`src/rtl/add_pipe.sv`:
```
// add_pipe: pipelined, carry-segmented integer adder/subtractor with NZCV flags
// and a valid/ready handshake with backpressure.
//
// Ports:
//   clk, rst             rising-edge clock, synchronous active-high reset
//   in_valid / in_ready  input handshake (in_ready is combinational)
//   op, cin              00 add, 01 sub, 10 adc, 11 sbb; cin used by adc/sbb
//   data_in_1/_2         operands a / b
//   sat                  saturate on signed overflow (ADD_PIPE_SATURATE_EN only)
//   out_valid/out_ready  output handshake
//   data_out, flag_*     registered result and carry/overflow/zero/negative
//
// Optional feature: define ADD_PIPE_SATURATE_EN to add the `sat` input.
// Saturation clamps signed overflow to the signed max/min value.
//
// Operands are split into STAGES slices of SEG bits. Stage k adds slice k
// using the carry out of stage k-1. The last stage register is the output register.
module add_pipe #(
    parameter int unsigned WIDTH  = 32,
    parameter int unsigned STAGES = 2
) (
    input  logic             clk,
    input  logic             rst,
    input  logic             in_valid,
    output logic             in_ready,
    input  logic [1:0]       op,
    input  logic             cin,
    input  logic [WIDTH-1:0] data_in_1,
    input  logic [WIDTH-1:0] data_in_2,
`ifdef ADD_PIPE_SATURATE_EN
    input  logic             sat,
`endif
    output logic             out_valid,
    input  logic             out_ready,
    output logic [WIDTH-1:0] data_out,
    output logic             flag_c,
    output logic             flag_v,
    output logic             flag_z,
    output logic             flag_n
);

    localparam int unsigned SEG  = WIDTH / STAGES;
    localparam int unsigned LAST = STAGES - 1;
    localparam logic [WIDTH-1:0] SMAX = {1'b0, {(WIDTH-1){1'b1}}};
    localparam logic [WIDTH-1:0] SMIN = {1'b1, {(WIDTH-1){1'b0}}};

    // Per-stage transaction state: operands (b already inverted for sub),
    // partial sum, carry out of the slice just added, saturate request.
    logic             vld_q [STAGES];
    logic             vld_d [STAGES];
    logic [WIDTH-1:0] a_q   [STAGES];
    logic [WIDTH-1:0] a_d   [STAGES];
    logic [WIDTH-1:0] b_q   [STAGES];
    logic [WIDTH-1:0] b_d   [STAGES];
    logic [WIDTH-1:0] s_q   [STAGES];
    logic [WIDTH-1:0] s_d   [STAGES];
    logic             c_q   [STAGES];
    logic             c_d   [STAGES];
    logic             sat_q [STAGES];
    logic             sat_d [STAGES];
    logic             v_q, v_d;
    logic             z_q, z_d;

    logic             adv_c;
    logic             sat_in;
    logic [SEG:0]     seg_sum;
    logic [WIDTH-1:0] src_s;
    logic [WIDTH-1:0] res;
    logic             ovf;

`ifdef ADD_PIPE_SATURATE_EN
    assign sat_in = sat;
`else
    assign sat_in = 1'b0;
`endif

    // One carry-segment add: SEG-bit slice plus carry-in, carry out in the MSB.
    function automatic logic [SEG:0] seg_add(input logic [SEG-1:0] x,
                                             input logic [SEG-1:0] y,
                                             input logic           ci);
        return {1'b0, x} + {1'b0, y} + (SEG+1)'(ci);
    endfunction

    // Next-state for every stage; everything holds while the output is stalled.
    always_comb begin
        vld_d   = vld_q;
        a_d     = a_q;
        b_d     = b_q;
        s_d     = s_q;
        c_d     = c_q;
        sat_d   = sat_q;
        v_d     = v_q;
        z_d     = z_q;
        seg_sum = '0;
        src_s   = '0;
        res     = '0;
        ovf     = 1'b0;
        adv_c   = !vld_q[LAST] || out_ready;

        if (adv_c) begin
            // Stage 0 consumes the raw inputs.
            vld_d[0] = in_valid;
            a_d[0]   = data_in_1;
            b_d[0]   = op[0] ? ~data_in_2 : data_in_2;
            sat_d[0] = sat_in;
            seg_sum  = seg_add(data_in_1[SEG-1:0], b_d[0][SEG-1:0],
                               op[1] ? cin : op[0]);
            src_s           = '0;
            src_s[SEG-1:0]  = seg_sum[SEG-1:0];
            s_d[0]   = src_s;
            c_d[0]   = seg_sum[SEG];

            for (int k = 1; k < STAGES; k++) begin
                vld_d[k] = vld_q[k-1];
                a_d[k]   = a_q[k-1];
                b_d[k]   = b_q[k-1];
                sat_d[k] = sat_q[k-1];
                seg_sum  = seg_add(a_q[k-1][k*SEG +: SEG], b_q[k-1][k*SEG +: SEG],
                                   c_q[k-1]);
                src_s    = s_q[k-1];
                src_s[k*SEG +: SEG] = seg_sum[SEG-1:0];
                s_d[k]   = src_s;
                c_d[k]   = seg_sum[SEG];
            end

            // Carry into the MSB is recovered from the MSB sum bit.
            ovf = c_d[LAST] ^ (a_d[LAST][WIDTH-1] ^ b_d[LAST][WIDTH-1] ^ s_d[LAST][WIDTH-1]);
            res = s_d[LAST];
            if (sat_d[LAST] && ovf) begin
                res = a_d[LAST][WIDTH-1] ? SMIN : SMAX;
            end
            s_d[LAST] = res;
            v_d       = ovf;
            z_d       = (res == '0);
        end
    end

    // Stage registers with synchronous reset.
    always_ff @(posedge clk) begin
        if (rst) begin
            for (int k = 0; k < STAGES; k++) begin
                vld_q[k] <= 1'b0;
                a_q[k]   <= '0;
                b_q[k]   <= '0;
                s_q[k]   <= '0;
                c_q[k]   <= 1'b0;
                sat_q[k] <= 1'b0;
            end
            v_q <= 1'b0;
            z_q <= 1'b0;
        end else begin
            vld_q <= vld_d;
            a_q   <= a_d;
            b_q   <= b_d;
            s_q   <= s_d;
            c_q   <= c_d;
            sat_q <= sat_d;
            v_q   <= v_d;
            z_q   <= z_d;
        end
    end

    assign in_ready  = adv_c;
    assign out_valid = vld_q[LAST];
    assign data_out  = s_q[LAST];
    assign flag_c    = c_q[LAST];
    assign flag_v    = v_q;
    assign flag_z    = z_q;
    assign flag_n    = s_q[LAST][WIDTH-1];

endmodule
```
`config.mk`:
```
export PLATFORM = sky130hd
export DESIGN_NAME = add_pipe
export DESIGN_NICKNAME = d
export VERILOG_FILES = /design/src/rtl/add_pipe.sv
export SDC_FILE = /design/constraint.sdc
export NUM_CORES = 1
export LEC_CHECK = 0
export ABC_CLOCK_PERIOD_IN_PS = 4900
export CORE_MARGIN = 5
export CORE_UTILIZATION = 35
export DETAILED_ROUTE_END_ITERATION = 10
export GPL_ROUTABILITY_DRIVEN = 0
export GPL_TIMING_DRIVEN = 0
export MAX_ROUTING_LAYER = met4
export SYNTH_ARGS = -nofsm -noshare
export SYNTH_HDL_FRONTEND = slang
export SYNTH_SLANG_ARGS = --single-unit
```
`constraint.sdc`:
```
create_clock -name clk -period 4.9 [get_ports clk]
set_clock_uncertainty 0.2 [all_clocks]
set_input_delay 0.49 -clock clk [delete_from_list [all_inputs] [get_ports clk]]
set_output_delay 0.49 -clock clk [all_outputs]
set_load 0.005 [all_outputs]
```
After elaboration in Yosys (flattened, before gate mapping)
Index checks and enable logic that the tools add are counted.
{"block": "word_totals", "mem_count": 0, "word_cells": 24, "inputBits": 71, "latch_bits": 0, "register_bits": 118, "ramBits": 0, "rom_bits": 0}
{"block": "op_classes", "n_mul": 0, "n_eq_ne": 0, "reduce_logical": 3, "n_addsub": 4, "bitwise_logic": 4, "n_lt_le_gt_ge": 0, "div_mod_pow": 0, "shifts": 0, "mux": 3}
{"operator": "$mux 32", "count": 2}
{"operator": "$add 16x16->17", "count": 2}
{"operator": "$add 17x1->17", "count": 2}
{"operator": "$logic_not 32->1", "count": 1}
{"operator": "$not 32->32", "count": 1}
{"operator": "$xor 1x1->1", "count": 3}
{"operator": "$logic_not 1->1", "count": 1}
{"operator": "$logic_or 1x1->1", "count": 1}
{"operator": "$mux 1", "count": 1}

Depth between registers and ports, before layout
{"block": "depth", "depth_word": 4, "depth_mapped": 14}

Worst setup path before layout
No wires, ideal clock.
{"block": "synth_timing", "kind": "input to register", "from": "input port op[0]", "to": "register s_q[40] in the netlist's numbering", "stages": 14, "path_slack_ns": 0.756, "arrival_time_ns": 3.812, "setup_ns": 0.132, "cell_sequence": "clkbuf_1 > buf_1 > buf_1 > xor2_1 > fa_1 > fa_1 > a21o_1 > a21oi_1 > nor2_1 > o21a_1 > o41a_1 > xor2_1 > nand2_1 > a21oi_1"}
{"block": "synth_between", "elab_chain_len": 3, "word_cells_on_any_way": 4, "classes_between": "2 x add/sub; 2 x mux"}
{"element": "start: declaration", "line": "26", "text": "input logic [1:0] op,"}
{"element": "$mux 32", "line": "104", "text": "b_d[0] = op[0] ? ~data_in_2 : data_in_2;"}
{"element": "$add 16x16->17", "line": "81", "text": "return {1'b0, x} + {1'b0, y} + (SEG+1)'(ci);"}
{"element": "$add 17x1->17 *", "line": "81"}
{"element": "end signal: indexed assignment", "line": "145", "text": "s_q[k] <= '0;"}
{"element": "end signal: assignment", "line": "155", "text": "s_q <= s_d;"}
{"element": "end: declaration", "line": "55", "text": "logic [WIDTH-1:0] s_q [STAGES];"}
Mark *: on every way between the ends. The rest lies on a longest branch, timed or not.
A chain may end at the register's enable or synchronous reset.

Worst setup path in the final report
{"block": "layout_timing", "from": "input port op[0]", "to": "register s_q[46] in the netlist's numbering"}
Same word-level chain as after synthesis.

==> impl_metrics.csv <==
group,metric,value,unit
sta,finalCriticalPeriod,4.60,ns
drt,postRouteAntennaNets,0,
sta,relSlewSlack,45.9,%
synth,synth_top_family_by_area,"compound AO/OA/AOI/OAI gates",
job,maxCapViolCount,0,
sta,rsz0062_at_grt,"no",
synth,async_flop_share,0,%
clock_network,cts_buffers,9,
drt,wire_per_inst,15.1,um
floorplan,initial_utilization,35.8,%
synth,synth-xor-area-share,9.87,%
synth,synthSimpleGateAreaFrac,18.0,%
worst_setup_path,startpoint_type,"input port",
power_and_ir_drop,p_leak,0.00264,uW
drt,drcViolationCount,0,
drt,wl,13900,um
synth,ys_seq_area_share,34.7,%
global_routing,gr-total-overflow,0,
place,place_ws,-0.0964,ns
cells_and_area,final_common_cell,"nand2_1",
worst_setup_path,arrival,4.67,ns
place,io_buffer_count,107,
worst_setup_path,endpoint,"s_q[46]",
global_routing,grtUsageTotal,17.4,%
cells_and_area,fin_nets,840,
power_and_ir_drop,power.density,319,mW/mm^2
clock_network,post_cts_resized,0,
drt,drtIter0Drc,191,
place,place.detailed.hpwl,11000,um
worst_setup_path,timing.rr.end,"flag_z",
worst_setup_path,rr_worst_depth,10,
synth,syn_area,0.00497,sq mm
synth,synth_fp_nets,722,
floorplan,core,0.0139,sq mm
clock_network,clockBufferDepth,2,
worst_hold_path,hp-class,"reg2reg",
clock_network,cts-root-buf,"clkbuf_16",
clock_network,tritoncts,"built",
cells_and_area,areaGrowthSynthToFinish,31.5,%
synth,avgSynthCellArea,8.05,sq um
worst_hold_path,min_from,"data_out[5]",
synth,ys_ff_latch,86,
power_and_ir_drop,irDropWorstVdd,0.161,mV
worst_setup_path,cp-startpoint,"op[0]",
worst_setup_path,reg2reg_slack,1.22,ns
clock_network,h-tree-depth,3,
synth,yosysWarningCount,0,
synth,synthMuxAreaShare,0.227,%
clock_network,cts_hold_buf,0,
synth,synth_cells,617,
worst_setup_path,cp_num_buf_inv,3,
worst_setup_path,worstSetupPathType,"in2reg",
worst_setup_path,cp_slowest_cell,"buf_1",
clock_network,clk_pin_slew,0.07,ns
synth,synthTopCellsByArea,"dfxtp_1 (35%), nand2_1 (9.2%), ha_1 (7.6%)",
sta,worstMarginPinSlew,0.811,ns
synth,synth_edf_count,0,
drt,via_count,4517,
cells_and_area,drive_gt1_share,7.17,%
cells_and_area,finish.utilization,47.1,%
clock_network,cts_setup_buffers,0,
global_routing,grt_max_degree,13,
synth,synth_compound_area_share,20.3,%
floorplan,rows,43,
run_status,status,"finished clean",
floorplan,die_h,129,um
worst_setup_path,crit_fanout,10,
cells_and_area,fill_cells,1356,
floorplan,num_io_pins,109,
synth,synthFlopType,"dfxtp_1",
floorplan,fp.dieW,129,um
synth,synth_top_cell_area_share,34.7,%
worst_setup_path,r2r_start,"a_q[48]",
global_routing,grt_pass1_vias,4403,
sta,fmax,0.218,GHz
drt,routed_via_density,4.92,
worst_setup_path,crit_chain,"clkbuf_1 > buf_1 > buf_1 > xor2_1 > fa_1 > fa_1 > a21o_1 > a21oi_1 > o21a_1 > o21ai_1 > a31oi_1 > nor2b_1 > o21a_1 > o211ai_1",
worst_setup_path,cp.depth,14,
synth,yosys.area.top_type,"dfxtp_1",
floorplan,design.die.area,0.0167,sq mm
synth,synthAdderAreaFrac,9.17,%
cells_and_area,n_antenna_cell,0,
sta,final-setup-viol-count,0,
drt,first_pass_iters,5,
sta,post-route-period-util,93.8,%
worst_setup_path,crit_family,"buffers and inverters",
worst_setup_path,slowest_delay,0.68,ns
worst_setup_path,crit_required,4.97,ns
sta,finalHoldViolations,0,
global_routing,antenna_found_initial,0,
sta,drv_slew,0,
cells_and_area,final_cell_mix,"nand2_1 (122), clkdlybuf4s50_1 (107), dfxtp_1 (86)",
sta,fin_ws,0.303,ns
global_routing,grt_pass1_wl,22300,um
clock_network,clk-insertion-delay-late,0.34,ns
synth,ys_types,50,
worst_setup_path,endpoint_kind,"flip-flop",
clock_network,cts_sinks,86,
==> report_power, final <==
group	leakage [uW]	total, uW	internal, uW	switching, uW
registers	0.000713	837	781	56.0
clock network	0.000133	637	368	269
logic	0.00179	613	324	289
total	0.00264	2090	1470	614
==> kinds of logic (layout without fill, tap and decap cells) <==
| logic type | count (synthesis) | after routing |
|---|---|---|
| compound gates | 157 | 157 |
| xor+xnor | 56 | 56 |
| fa+ha+maj | 34 | 34 |
| buf+inv | 71 | 193 |
| flops | 86 | 86 |
| mux | 1 | 1 |
| simple gates | 212 | 212 |
==> registers in the layout, summed over array words and instances, names as in the netlist <==
signal	cells
flag_c	1
b_q	16
flag_v	1
data_out	32
flag_z	1
vld_q	1
s_q	16
out_valid	1
c_q	1
a_q	16
==> cells in the mapped netlist, types with 8 or more instances <==
cell,number
a211oi_1,25
a21o_1,9
a21oi_1,74
buf_4,32
clkbuf_1,29
dfxtp_1,86
ha_1,30
nand2_1,122
nand3_1,8
nor2_1,48
nor3_1,9
o21ai_0,12
xnor2_1,33
xor2_1,23
==> worst register-to-register path, stage by stage, from the launching register on <==
cell,delay (ns)
dfxtp_1,0.33
fa_1,0.50
fa_1,0.47
a211oi_2,0.38
o21ai_2,0.15
a31oi_4,0.25
o31a_1,0.18
a21oi_1,0.13
xnor2_1,0.31
or4b_1,0.49
o41ai_2,0.19
==> final cells by class <==
cell class | count | area, sq um | share of cell area, %
clock buffer | 14 | 264 | 4.04
clock inverter | 1 | 5.00 | 0.0766
timing repair buffer | 107 | 1070 | 16.4
multi-input combinational | 460 | 2860 | 43.8
tap | 180 | 225 | 3.45
buffer | 65 | 364 | 5.57
sequential | 86 | 1720 | 26.4
inverter | 6 | 22.5 | 0.345
==> worst min path at each step <==
stage	endpoint	slack (ns)	cells after the start
detailed placement	data_out[12]	0.25	2
floorplan	data_out[0]	0.23	2
global route	vld_q[1]	0.29	2
global placement	vld_q[1]	0.24	2
CTS	data_out[5]	0.26	2
finish	data_out[5]	0.25	2
==> layer usage <==
layer  share of wire, %  wire length [um]  track usage (%)
met5                  0                 0                -
met4                1.3               174             5.06
met3                3.6               495             2.10
met2                 47              6530             27.6
met1                 48              6670             23.4
==> metrics by stage <==
stage          setup TNS (ns)  cell area (sq um)  total power (uW)  std cells  hold WS [ns]
2_1_floorplan               0               4970              1230        617         0.232
3_3_place_gp          -0.0732               6260              1450        904         0.242
3_5_place_dp           -0.188               6260              1460        904         0.249
4_1_cts                     0               6530              2100        919         0.256
5_1_grt                     0               6530              2200        919         0.286
6_report                    0               6530              2090        919         0.252
Power figures use the tool's default switching activity.
